===== src/rtl/alu_mem_reg_unit.sv =====
// ALU, 32x16 register-array memory and operand-B buffer for the 16-bit multi-cycle CPU.
// State updates on the falling clock edge; reset clears the buffer and every memory word.
module alu_mem_reg_unit (
  input  logic        clk,
  input  logic        rst,
  input  logic [15:0] a_bus,
  input  logic        lbuff,
  input  logic [2:0]  fsel,
  output logic [15:0] buff,
  output logic [15:0] z_bus,
  output logic        cout,
  input  logic [4:0]  mar,
  input  logic        rd,
  input  logic        wr,
  input  logic [15:0] mem_din,
  output logic [15:0] mem_dout
);

  logic [15:0] buff_q, buff_d;
  logic [15:0] mem_q [32];
  logic [16:0] sum_w;
  logic [16:0] diff_w;

  assign buff_d = lbuff ? a_bus : buff_q;

  always_ff @(negedge clk or posedge rst) begin
    if (rst) begin
      buff_q <= '0;
      for (int i = 0; i < 32; i++) mem_q[i] <= '0;
    end else begin
      buff_q <= buff_d;
      if (wr) mem_q[mar] <= mem_din;
    end
  end

  assign buff     = buff_q;
  assign mem_dout = rd ? mem_q[mar] : 16'h0000;

  // 17-bit results: bit 16 is carry for add, borrow for subtract
  assign sum_w  = {1'b0, buff_q} + {1'b0, a_bus};
  assign diff_w = {1'b0, buff_q} - {1'b0, a_bus};

  always_comb begin
    z_bus = 16'h0000;
    cout  = 1'b0;
    unique case (fsel)
      3'b000: z_bus = a_bus;
      3'b001: begin
        z_bus = sum_w[15:0];
        cout  = sum_w[16];
      end
      3'b010: begin
        z_bus = diff_w[15:0];
        cout  = ~diff_w[16];
      end
      3'b011: z_bus = buff_q & a_bus;
      3'b100: z_bus = buff_q | a_bus;
      3'b101: z_bus = ~a_bus;
      3'b110: z_bus = buff_q;
      3'b111: z_bus = 16'h0000;
      default: z_bus = 16'h0000;
    endcase
  end

endmodule


===== config.mk =====
export PLATFORM = sky130hd
export DESIGN_NAME = alu_mem_reg_unit
export DESIGN_NICKNAME = d
export VERILOG_FILES = /design/src/rtl/alu_mem_reg_unit.sv
export SDC_FILE = /design/constraint.sdc
export NUM_CORES = 1
export LEC_CHECK = 0
export ABC_AREA = 1
export CORE_ASPECT_RATIO = 1.5
export CORE_MARGIN = 3
export CORE_UTILIZATION = 30
export CTS_CLUSTER_SIZE = 20
export DETAILED_ROUTE_END_ITERATION = 16
export PLACE_DENSITY = 0.45
export REMOVE_ABC_BUFFERS = 1
export SETUP_SLACK_MARGIN = 0.02
export SYNTH_ARGS = -nofsm -noshare
export SYNTH_HDL_FRONTEND = slang
export SYNTH_SLANG_ARGS = --single-unit
export TNS_END_PERCENT = 50

===== constraint.sdc =====
create_clock -name clk -period 15.35 [get_ports clk]
set_input_delay 2.3025 -clock clk [delete_from_list [all_inputs] [get_ports clk]]
set_output_delay 2.3025 -clock clk [all_outputs]
set_load 0.1 [all_outputs]

# Word level (Yosys, flattened, before mapping)
# Cells that the tools add are included.
[word_totals] register_bits=528 in_bits=45 out_inout_bits=49 word_cells=60
[op_classes] add_sub_neg=2 magnitude_cmp=2 eq_ne=7 n_mux=9 bitwise_logic=5 reduce_logical=2
[ops] op="bitwise mux 512 bit" n=1
[ops] op="case mux 16 bit (8 select lines)" n=1
[ops] op="binary-select mux 16 bit (select 5 bit)" n=1
[ops] op="demux 16 bit (select 5 bit)" n=1
[ops] op="two-way mux 16 bit" n=4
[ops] op="adder 16 x 16 -> 17 bit" n=1
[ops] op="subtractor 16 x 16 -> 17 bit" n=1
[ops] op="AND 16 bit" n=1
[ops] op="inverter 16 bit" n=1
[ops] op="OR 16 bit" n=1
[ops] op="== test 3 bit, second input constant" n=4
[ops] op="== test 3 x 2 -> 1 bit, second input constant" n=2
[ops] op=">= comparator 6 bit, second input constant" n=1
[ops] op="less-than comparator 6 x 1 -> 1 bit, second input constant" n=1
[ops] op="inverter 5 -> 6 bit" n=1
[ops] op="== test 3 x 1 -> 1 bit, second input constant" n=1
[ops] op="zero test 3 bit" n=1
[ops] op="case mux 1 bit (2 select lines)" n=1
[ops] op="logical AND 1 bit" n=1
[ops] op="inverter 1 bit" n=1

# Longest topological paths before layout
[logic_depth] depth_word=6 mapped_depth=15

==> flow_summary.yaml <==
synth:
  synth_cell_type_count: 33
  synth_seq_cells: 528
  yosys.area.top_type: "dfrtn_1"
  ys.warnings.count: 0
  yosys-top-cells-count: "nand2_1, dfrtn_1, o21ai_0, a22oi_1, clkbuf_1"
  synth_edf_count: 0
  ys_seq_area_frac: 0.521
  synth.area.top_cells: "dfrtn_1, nand2_1, o21ai_0"
  yosysMostFrequentCell: "nand2_1"
  synth_area_per_cell_um2: 8.21
  synth_top_area_frac: 0.521
  async_flop_share: 1.00
  syn_inst: 3092
  synth_ff_type: "dfrtn_1"
  synth_area_um2: 25400
die:
  ios: 94
  die_area_um2: 88200
  die_x_um: 243
  start_util: 0.303
  rows: 130
  die_y_um: 362
  coreArea_um2: 83800
setup_path:
  worstPathCellList: "ha_1 -> inv_1 -> fa_1 -> inv_1 -> nand3_1 -> nand3_1 -> nand2_1 -> nand3_1 -> nand3_1 -> nand2_1 -> nand2_1 -> nand2_1 -> clkdlybuf4s50_1"
  critPathLaunchType: "flop"
  cp_slowest_stage_delay_ps: 1150
  path_max_fanout: 4
  crit_family: "buffers and inverters"
  path_class: "flop to output port"
  cp_slowest_cell: "clkdlybuf4s50_1"
  cp-end-kind: "output port"
  critPathArrivalTime_ps: 11720
  path_buf_inv: 3
  crit_required_ps: 13050
grt:
  overflow: 0
  grt_pass1_wl_mm: 135
  antenna_found_initial: 3
  grt_pass1_vias: 21800
  grt_max_degree: 137
  grt_usage: 0.196
clock_network:
  clock-sinks: 528
  cts_post_setup_buffers_inserted: 0
  cts_hold_buf: 0
  h-tree-depth: 2
  cts_resized: 0
  cts_buffer_depth: 3
  cts_tree: "done"
  cts.clk_slew.worst_paths_ps: 50
  clock_latency_ps: 590
  cts_buffers: 56
  cts_root_buf: "clkbuf_16"
place:
  dp_cells: 4129
  portBuffers: 93
  place_congestion: 0.900
  dp.final_hpwl_mm: 55.3
timing:
  fin_tns_setup_ps: 0
  worstMarginPinSlew_ps: 1370
  hold_violations: 0
  setup_viol: 0
  slew_headroom: 0.0801
  drv_slew: 0
  clock-skew-final_ps: 0
  rsz0062_at_grt: "no"
routing:
  drt-vias-per-instance: 5.12
  ant_nets: 0
  drc: 0
  drt-pass1-iter-count: 5
  drtIter0Drc: 1557
  routedWlPerCell_um: 20.6
  via_count: 21700
  wl_mm: 87.4
final_layout:
  area_delta_synth_final_pct: 15.1
  nets: 3162
  final_cell_count_no_fill: 4234
  drive_gt1_frac: 0.0550
  fillers: 8733
power_and_ir_drop:
  peakVddDrop_v: 0.0000820
  powerDensity_nw_per_um2: 136
  leakage_nw: 13.8
hold_path:
  holdCritPathClass: "flop to flop"
job:
  drv_cap: 0
status:
  status: "finished clean"
-- per-stage QoR --
step,hold slack [ps],power [mW],setup slack [ps],util,cell area (um^2)
6_report,430,3.98,1320,0.349,29200
2_1_floorplan,414,2.36,-8970,-,24500
3_5_place_dp,434,2.61,1910,0.326,27300
4_1_cts,435,4.03,1250,0.349,29200
3_3_place_gp,427,2.58,1930,0.326,27300
5_1_grt,443,4.21,1040,0.349,29200
-- registers in the layout (all words and copies together) (netlist names) --
register,flops
buff,16
mem_q,512
-- final timing paths --
kind / from / endpoint / slack, ps / cells past startpoint
setup / recovery: buff[0]$_DFFE_NP0P_ / cout / 1320 / 13
max in group asynchronous: rst / mem_q[19]$_DFFE_NP0P_ / 3910 / 3
setup reg to reg: buff[1]$_DFFE_NP0P_ / buff[1]$_DFFE_NP0P_ / 14460 / 2
min in group asynchronous: rst / mem_q[384]$_DFFE_NP0P_ / 9800 / 2
hold / removal: mem_q[62]$_DFFE_NP0P_ / mem_q[62]$_DFFE_NP0P_ / 430 / 2
hold reg to reg: mem_q[62]$_DFFE_NP0P_ / mem_q[62]$_DFFE_NP0P_ / 430 / 2
-- cell families after synthesis --
| logic type | synth area share |
|---|---|
| AOI/OAI and AO/OA | 0.201 |
| adders and majority gates | 0.0262 |
| buffers and inverters | 0.0578 |
| DFF | 0.521 |
| and+or+nand+nor | 0.194 |
-- placed cells by master (no fill, tap or decap), types with 2 or more instances in the layout --
cell / synthesis / final
nand4_1: 18 / 18
o2111ai_1: 4 / 4
clkinv_4: 0 / 2
nor3_1: 10 / 5
nor3_2: 0 / 5
and2_1: 5 / 5
o21ai_0: 457 / 457
fa_1: 2 / 2
nor4_4: 0 / 2
a21oi_1: 108 / 108
nand2_1: 995 / 995
inv_2: 4 / 4
clkinv_2: 0 / 12
o21ai_1: 22 / 22
clkbuf_8: 0 / 14
a211oi_1: 2 / 2
o21bai_1: 2 / 2
inv_6: 0 / 4
o22ai_1: 8 / 8
nor2_2: 3 / 3
clkdlybuf4s50_1: 0 / 93
bufinv_16: 0 / 3
ha_1: 50 / 50
clkbuf_1: 212 / 10
nor2_4: 0 / 3
buf_12: 0 / 3
nand3b_1: 2 / 2
inv_1: 147 / 145
clkinvlp_4: 0 / 2
clkbuf_16: 0 / 57
a22oi_1: 258 / 258
buf_4: 0 / 52
dfrtn_1: 528 / 528
o221ai_1: 8 / 8
nor2_1: 147 / 144
nand3_1: 68 / 68
nor3_4: 3 / 3
-- layout make-up --
type                    count  area, um^2  area share
flip-flops and latches    528       13200       0.452
clock inverters            23         218     0.00745
inverters                 152         581      0.0199
multi-input cells        2179       10800       0.368
clock buffers              81        1660      0.0567
repair buffers            148        1380      0.0473
diodes                      1        2.50   0.0000857
well taps                1122        1400      0.0481
-- power by group --
part / switching, mW / internal (mW)
Clock: 0.599 / 0.801
Sequential: 0.144 / 1.68
Combinational: 0.509 / 0.248
-- layer usage --
metal / share of wire / wire length (um) / GRT usage
met5: 0.00048 / 42 / 0
met4: 0.036 / 3150 / 0.0716
met3: 0.040 / 3510 / 0.0238
met2: 0.51 / 44200 / 0.354
met1: 0.42 / 36400 / 0.240
-- worst reg2reg max path, cell delays in order (launching register included) --
cell	delay, ps
dfrtn_1	430
inv_1	160
o21ai_0	90
Note: power is estimated with default switching activity, not from simulation.
